`config.mk`:
```
export PLATFORM = sky130hd
export DESIGN_NAME = pipe_stall_ctrl
export DESIGN_NICKNAME = d
export VERILOG_FILES = /design/src/rtl/pipe_stall_ctrl.sv
export SDC_FILE = /design/constraint.sdc
export NUM_CORES = 1
export LEC_CHECK = 0
export CAP_MARGIN = 20
export CORE_ASPECT_RATIO = 0.8
export CORE_MARGIN = 1
export CORE_UTILIZATION = 57
export CTS_BUF_LIST = sky130_fd_sc_hd__clkbuf_8
export DETAILED_ROUTE_END_ITERATION = 6
export DONT_BUFFER_PORTS = 1
export MAX_ROUTING_LAYER = met4
export PLACE_DENSITY = 0.72
export SETUP_SLACK_MARGIN = 0.5
export SYNTH_ARGS = -nofsm -noshare
export SYNTH_HDL_FRONTEND = slang
export SYNTH_SLANG_ARGS = --single-unit
```
`constraint.sdc`:
```
create_clock -name clk -period 3.19 [get_ports clk]
set_input_delay 0.638 -clock clk [delete_from_list [all_inputs] [get_ports clk]]
set_output_delay 0.638 -clock clk [all_outputs]
set_load 0.03 [all_outputs]
```
`src/rtl/pipe_stall_ctrl.sv`:
```
// -----------------------------------------------------------------------------
// pipe_stall_ctrl
//
// Central stall/flush controller for the 5-stage MIPS pipeline.
//   * Detects load-use hazards between the load in EX and the ID register reads,
//     and holds PC/IF/ID for one cycle so EX receives exactly one bubble.
//   * Sequences multi-cycle DIV/DIVU in EX.  It counts the busy time internally
//     and holds PC..EX until the result is ready.
//   * Turns a MEM-stage exception/ERET into a single-cycle flush of every
//     pipeline register.  Any DIV in flight is aborted.
//   * Keeps a saturating count of cycles in which any stage was stalled.
//
// Parameters
//   DIV_CYCLES  EX occupancy of one DIV, including the start cycle (2..255).
//   CNT_W       width of the stall-cycle performance counter.
//
// Ports
//   clk             in   rising-edge clock
//   rstn            in   asynchronous reset, active-HIGH (legacy naming)
//   i_id_reg1_read  in   ID reads source 1
//   i_id_reg1_addr  in   ID source-1 register address
//   i_id_reg2_read  in   ID reads source 2
//   i_id_reg2_addr  in   ID source-2 register address
//   i_ex_mem_to_reg in   instruction in EX is a load
//   i_ex_wd         in   destination register of the instruction in EX
//   i_ex_div_start  in   instruction in EX is DIV/DIVU (honoured in RUN only)
//   i_exc_req       in   MEM raises an exception/ERET this cycle
//   o_stall         out  per-stage hold: [0]PC [1]IF [2]ID [3]EX [4]MEM [5]WB
//                        (combinational)
//   o_flush         out  clear all pipeline registers (combinational pulse)
//   o_div_busy      out  registered, high while a DIV occupies EX
//   o_div_done      out  registered one-cycle pulse, DIV result valid in EX
//   o_stall_cycles  out  saturating count of cycles with o_stall != 0
// -----------------------------------------------------------------------------
module pipe_stall_ctrl #(
  parameter int unsigned DIV_CYCLES = 32,
  parameter int unsigned CNT_W      = 32
) (
  input  logic             clk,
  input  logic             rstn,
  input  logic             i_id_reg1_read,
  input  logic [4:0]       i_id_reg1_addr,
  input  logic             i_id_reg2_read,
  input  logic [4:0]       i_id_reg2_addr,
  input  logic             i_ex_mem_to_reg,
  input  logic [4:0]       i_ex_wd,
  input  logic             i_ex_div_start,
  input  logic             i_exc_req,
  output logic [5:0]       o_stall,
  output logic             o_flush,
  output logic             o_div_busy,
  output logic             o_div_done,
  output logic [CNT_W-1:0] o_stall_cycles
);

  // FSM encoding kept as plain constants for compatibility with older tools.
  localparam logic [0:0] ST_RUN = 1'b0;
  localparam logic [0:0] ST_DIV = 1'b1;

  // Stall patterns.  A load-use hazard holds PC/IF/ID while EX advances, which
  // injects one bubble.  A DIV additionally holds EX so the divider keeps its
  // operands.
  localparam logic [5:0] STALL_NONE = 6'b000000;
  localparam logic [5:0] STALL_LOAD = 6'b000111;
  localparam logic [5:0] STALL_DIV  = 6'b001111;

  // The start cycle and the final (unstalled) result cycle are not counted in
  // r_cnt, so the count loaded on entry is DIV_CYCLES-2.
  localparam logic [7:0]       DIV_LOAD = 8'(DIV_CYCLES - 2);
  localparam logic [CNT_W-1:0] CNT_MAX  = '1;

  // State registers
  logic [0:0]       r_state;
  logic [7:0]       r_cnt;
  logic             r_div_busy;
  logic             r_div_done;
  logic [CNT_W-1:0] r_stall_cycles;

  // Combinational decode
  logic             w_src1_hit;
  logic             w_src2_hit;
  logic             w_load_use;
  logic [5:0]       w_stall;
  logic             w_flush;
  logic [0:0]       w_next_state;
  logic [7:0]       w_next_cnt;
  logic             w_next_done;
  logic             w_count_en;

  // Register $0 is hard-wired to zero, so a load targeting it is never a
  // real producer and must not stall.
  assign w_src1_hit = i_id_reg1_read && (i_id_reg1_addr == i_ex_wd);
  assign w_src2_hit = i_id_reg2_read && (i_id_reg2_addr == i_ex_wd);
  assign w_load_use = i_ex_mem_to_reg && (i_ex_wd != 5'd0) &&
                      (w_src1_hit || w_src2_hit);

  // Priority: exception > DIV in progress > DIV start > load-use.
  // NOTE: every output of a combinational block gets a default first; a path
  // that leaves one unassigned would infer a latch.
  always_comb begin
    w_stall      = STALL_NONE;
    w_flush      = 1'b0;
    w_next_state = r_state;
    w_next_cnt   = r_cnt;
    w_next_done  = 1'b0;

    if (i_exc_req) begin
      w_flush      = 1'b1;
      w_next_state = ST_RUN;
      w_next_cnt   = 8'd0;
    end else begin
      case (r_state)
        ST_RUN: begin
          if (i_ex_div_start) begin
            w_stall      = STALL_DIV;
            w_next_state = ST_DIV;
            w_next_cnt   = DIV_LOAD;
            // With the minimum latency the very next cycle is the result cycle.
            w_next_done  = (DIV_LOAD == 8'd0);
          end else if (w_load_use) begin
            w_stall = STALL_LOAD;
          end
        end
        ST_DIV: begin
          // A new DIV start and any load-use hazard are ignored here.  On the
          // result cycle (cnt==0) the pipeline is released even if the
          // consumer in ID would otherwise look like a hazard.
          if (r_cnt != 8'd0) begin
            w_stall     = STALL_DIV;
            w_next_cnt  = r_cnt - 8'd1;
            // div_done is registered but must be high on the result cycle
            // itself, so it is armed one cycle ahead.
            w_next_done = (r_cnt == 8'd1);
          end else begin
            w_next_state = ST_RUN;
          end
        end
        default: begin
          w_next_state = ST_RUN;
          w_next_cnt   = 8'd0;
        end
      endcase
    end
  end

  // The combinational outputs are forced quiet while reset is held so that the
  // pipeline registers see a clean hold-free, flush-free reset.
  assign o_stall = rstn ? STALL_NONE : w_stall;
  assign o_flush = rstn ? 1'b0       : w_flush;

  // Flush cycles carry stall==0, so they are naturally excluded from the count.
  assign w_count_en = (o_stall != STALL_NONE) && (r_stall_cycles != CNT_MAX);

  // NOTE: sequential state is updated only with non-blocking assignments so
  // every register samples the pre-edge values, independent of block order.
  always_ff @(posedge clk or posedge rstn) begin
    if (rstn) begin
      r_state        <= ST_RUN;
      r_cnt          <= 8'd0;
      r_div_busy     <= 1'b0;
      r_div_done     <= 1'b0;
      r_stall_cycles <= '0;
    end else begin
      r_state    <= w_next_state;
      r_cnt      <= w_next_cnt;
      r_div_busy <= (w_next_state == ST_DIV);
      r_div_done <= w_next_done;
      if (w_count_en) begin
        r_stall_cycles <= r_stall_cycles + CNT_W'(1);
      end
    end
  end

  assign o_div_busy     = r_div_busy;
  assign o_div_done     = r_div_done;
  assign o_stall_cycles = r_stall_cycles;

endmodule

```
==> flow_summary.json <==
{
  "outcome": "completed",
  "via_per_inst": 6.03,
  "synth_cell_types": 41,
  "fin_ws_ns": 0.646,
  "maxSlewViolCount": 0,
  "routedWlPerCell_um": 16.5,
  "synth-seq-area-share": 0.433,
  "critPathKind": "flop to primary output",
  "netlist_area_mm2": 0.00243,
  "grtUsageTotal": 0.240,
  "ioPinCount": 63,
  "synth_cells": 231,
  "timing.rr.start": "o_stall_cycles[0]",
  "combPwrFrac": 0.150,
  "fp-row-count": 20,
  "yosysWarnings": 0,
  "synth-edff-count": 0,
  "required_ns": 2.55,
  "postCtsHoldBufs": 0,
  "io_buffers": 0,
  "critPathCaptureType": "primary output",
  "wl_um": 4730,
  "grt_antenna_before_repair": 0,
  "clock_skew_ns": 0.00405,
  "p_int_mw": 0.830,
  "met1_length_um": 2130,
  "h-tree-depth": 2,
  "wl_met2_um": 2270,
  "hold_viol": 0,
  "syn_to_final_growth_pct": 5.41,
  "fillers": 327,
  "synth_area_per_cell_um2": 10.5,
  "power.share.clock": 0.284,
  "synth_area_leaders": "dfrtp_1 (43%), xnor2_1 (12%), nand3_2 (6.2%), and3_1 (4.1%), nand4_1 (3.3%)",
  "p_leak_nw": 1.07,
  "vias": 1725,
  "drt_pass1_iterations": 4,
  "max_freq_ghz": 0.393,
  "layout-drive-gt1-share": 0.160,
  "hp-class": "primary input to asynchronous set/reset pin",
  "routed.top_layer": "met4",
  "switching_share": 0.343,
  "drc": 0,
  "peakVddDrop_uv": 351,
  "nets": 256,
  "yosysTopAreaCell": "dfrtp_1",
  "die-width_um": 75.0,
  "clkSinkCount": 42,
  "worstPathMaxFanout": 34,
  "cts.clk_slew.worst_paths_ns": 0.08,
  "tightest_slew_ns": 0.570,
  "fin_setup_tns_ns": 0,
  "setup_viol": 0,
  "ctsLongestPathBuffers": 2,
  "drt_iter0_markers": 103,
  "worstSetupStartpointType": "flop",
  "yosysTopAreaCellShare": 0.433,
  "clk_latency_ns": 0.29,
  "holdWs_ns": 0.363,
  "diodes": 0,
  "crit_start": "r_cnt[4]",
  "seq_power_share": 0.566,
  "synthFlopType": "dfrtp_1",
  "grt_pass1_vias": 1687,
  "power_density_mw_per_mm2": 493,
  "rsz0062_at_grt": "false",
  "gp_congestion": 0.861,
  "fin_util": 0.652,
  "grt_pass1_wl_um": 7880,
  "grt_max_degree": 43,
  "synthArstFlopShare": 1.00,
  "crit_arrival_ns": 1.91,
  "cts_tree": "yes",
  "die_area_mm2": 0.00453,
  "core_area_mm2": 0.00393,
  "p_sw_mw": 0.433,
  "synth_seq_cells": 42,
  "drv_cap": 0,
  "numCtsBuffers": 5,
  "antenna_left": 0,
  "period_needed_ns": 2.54,
  "initial_core_util": 0.618,
  "chipHeight_um": 60.4,
  "period_share": 0.797,
  "cts_root_buf": "clkbuf_8",
  "slew_headroom": 0.619,
  "place_ws_ns": 0.768,
  "hpwlAfterDp_um": 3480,
  "gr-total-overflow": 0,
  "dr_wl_met3_um": 305
}
-- synth_stat cells (all sizes together), types with 2 or more instances --
| cell type | number |
|---|---|
| buf | 11 |
| and3 | 17 |
| nor3 | 6 |
| inv | 5 |
| xnor2 | 34 |
| nor2 | 17 |
| nand3 | 29 |
| nor2b | 2 |
| xor2 | 9 |
| nand2 | 10 |
| nor4 | 5 |
| ha | 4 |
| o21ai | 6 |
| and4 | 4 |
| and2 | 2 |
| a211oi | 3 |
| dfrtp | 42 |
| nand4 | 13 |
-- repair_timing --
action                     4_1_cts  5_1_grt
setup endpoints to repair        0        4
resized for setup                0        3
buffers inserted                 0        0
-- cell type report --
type | instances | area (um2) | area share
sequential | 42 | 1050 | 0.411
multi-input combinational | 173 | 1290 | 0.504
clock buffer | 6 | 82.6 | 0.0323
timing repair buffer | 3 | 35.0 | 0.0137
tap | 55 | 68.8 | 0.0269
clock inverter | 2 | 12.5 | 0.00489
inverter | 5 | 18.8 | 0.00733
-- path summary, 6_finish.rpt --
path	end	slack [ns]	cells after the start
worst max-delay path	o_stall[0]	0.65	5
worst min-delay path	r_cnt[3]	0.36	2
worst max register to register	o_stall_cycles[11]	0.79	7
worst min register to register	r_cnt[7]	0.50	1
max in group asynchronous	o_stall_cycles[11]	2.47	2
min in group clk	r_cnt[4]	0.40	1
-- power by group through the flow --
stage	Sequential (mW)	Clock [mW]	Combinational, mW
after floorplan	0.703	0	0.162
after global placement	0.717	0	0.175
after detailed placement	0.722	0	0.187
after CTS	0.711	0.365	0.189
after global routing	0.724	0.394	0.213
final	0.715	0.358	0.189
-- through the flow --
| step | power [mW] | instance area [um2] | cells |
|---|---|---|---|
| final | 1.26 | 2560 | 286 |
| after global routing | 1.33 | 2560 | 286 |
| after CTS | 1.27 | 2540 | 286 |
| after detailed placement | 0.910 | 2450 | 278 |
| after global placement | 0.892 | 2450 | 278 |
| after floorplan | 0.864 | 2430 | 232 |
-- cells by family after synthesis --
family                   count (synthesis)  synth area share
other                                    1           0.00154
multiplexers                             2           0.00876
AND/OR/NAND/NOR                        108             0.291
XOR/XNOR                                43             0.155
AO/OA/AOI/OAI                           14            0.0417
flip-flops                              42             0.433
buffers and inverters                   17            0.0489
adder cells (fa/ha/maj)                  4            0.0206
-- cells in the final DEF (no fill, tap or decap), types with 2 or more instances in the layout --
cell      instances
ha_1              4
nand3_1          14
buf_4             2
nor3_1            5
xor2_1            9
nor2b_1           2
dfrtp_1          42
nor4_4            2
conb_1            2
xnor2_1          34
a211oi_1          3
nand2_1           8
nand2_2           2
nand4_1          13
nor2_1           17
nor4_2            2
and3_1           16
nand3_2          15
inv_1             5
o21ai_0           5
clkbuf_8          6
and4_1            3
-- sequential cells by signal, summed over array words and instances (netlist names) --
| register | count |
|---|---|
| o_stall_cycles | 32 |
| o_div_done | 1 |
| r_cnt | 8 |
| o_div_busy | 1 |
-- worst max-delay path, stage by stage, from the launching register on --
cell and delay, ns:
dfrtp_1 0.47, nor4_4 0.35, nand4_1 0.19, o21a_4 0.22, o2bb2ai_4 0.15, buf_12 0.21
-- per-layer routing --
layer	vias up	track usage
li1	812	-
met1	847	0.310
met2	63	0.366
met3	3	0.0814
met4	0	0.0566
met5	-	-
(Power assumes the default switching activity.)
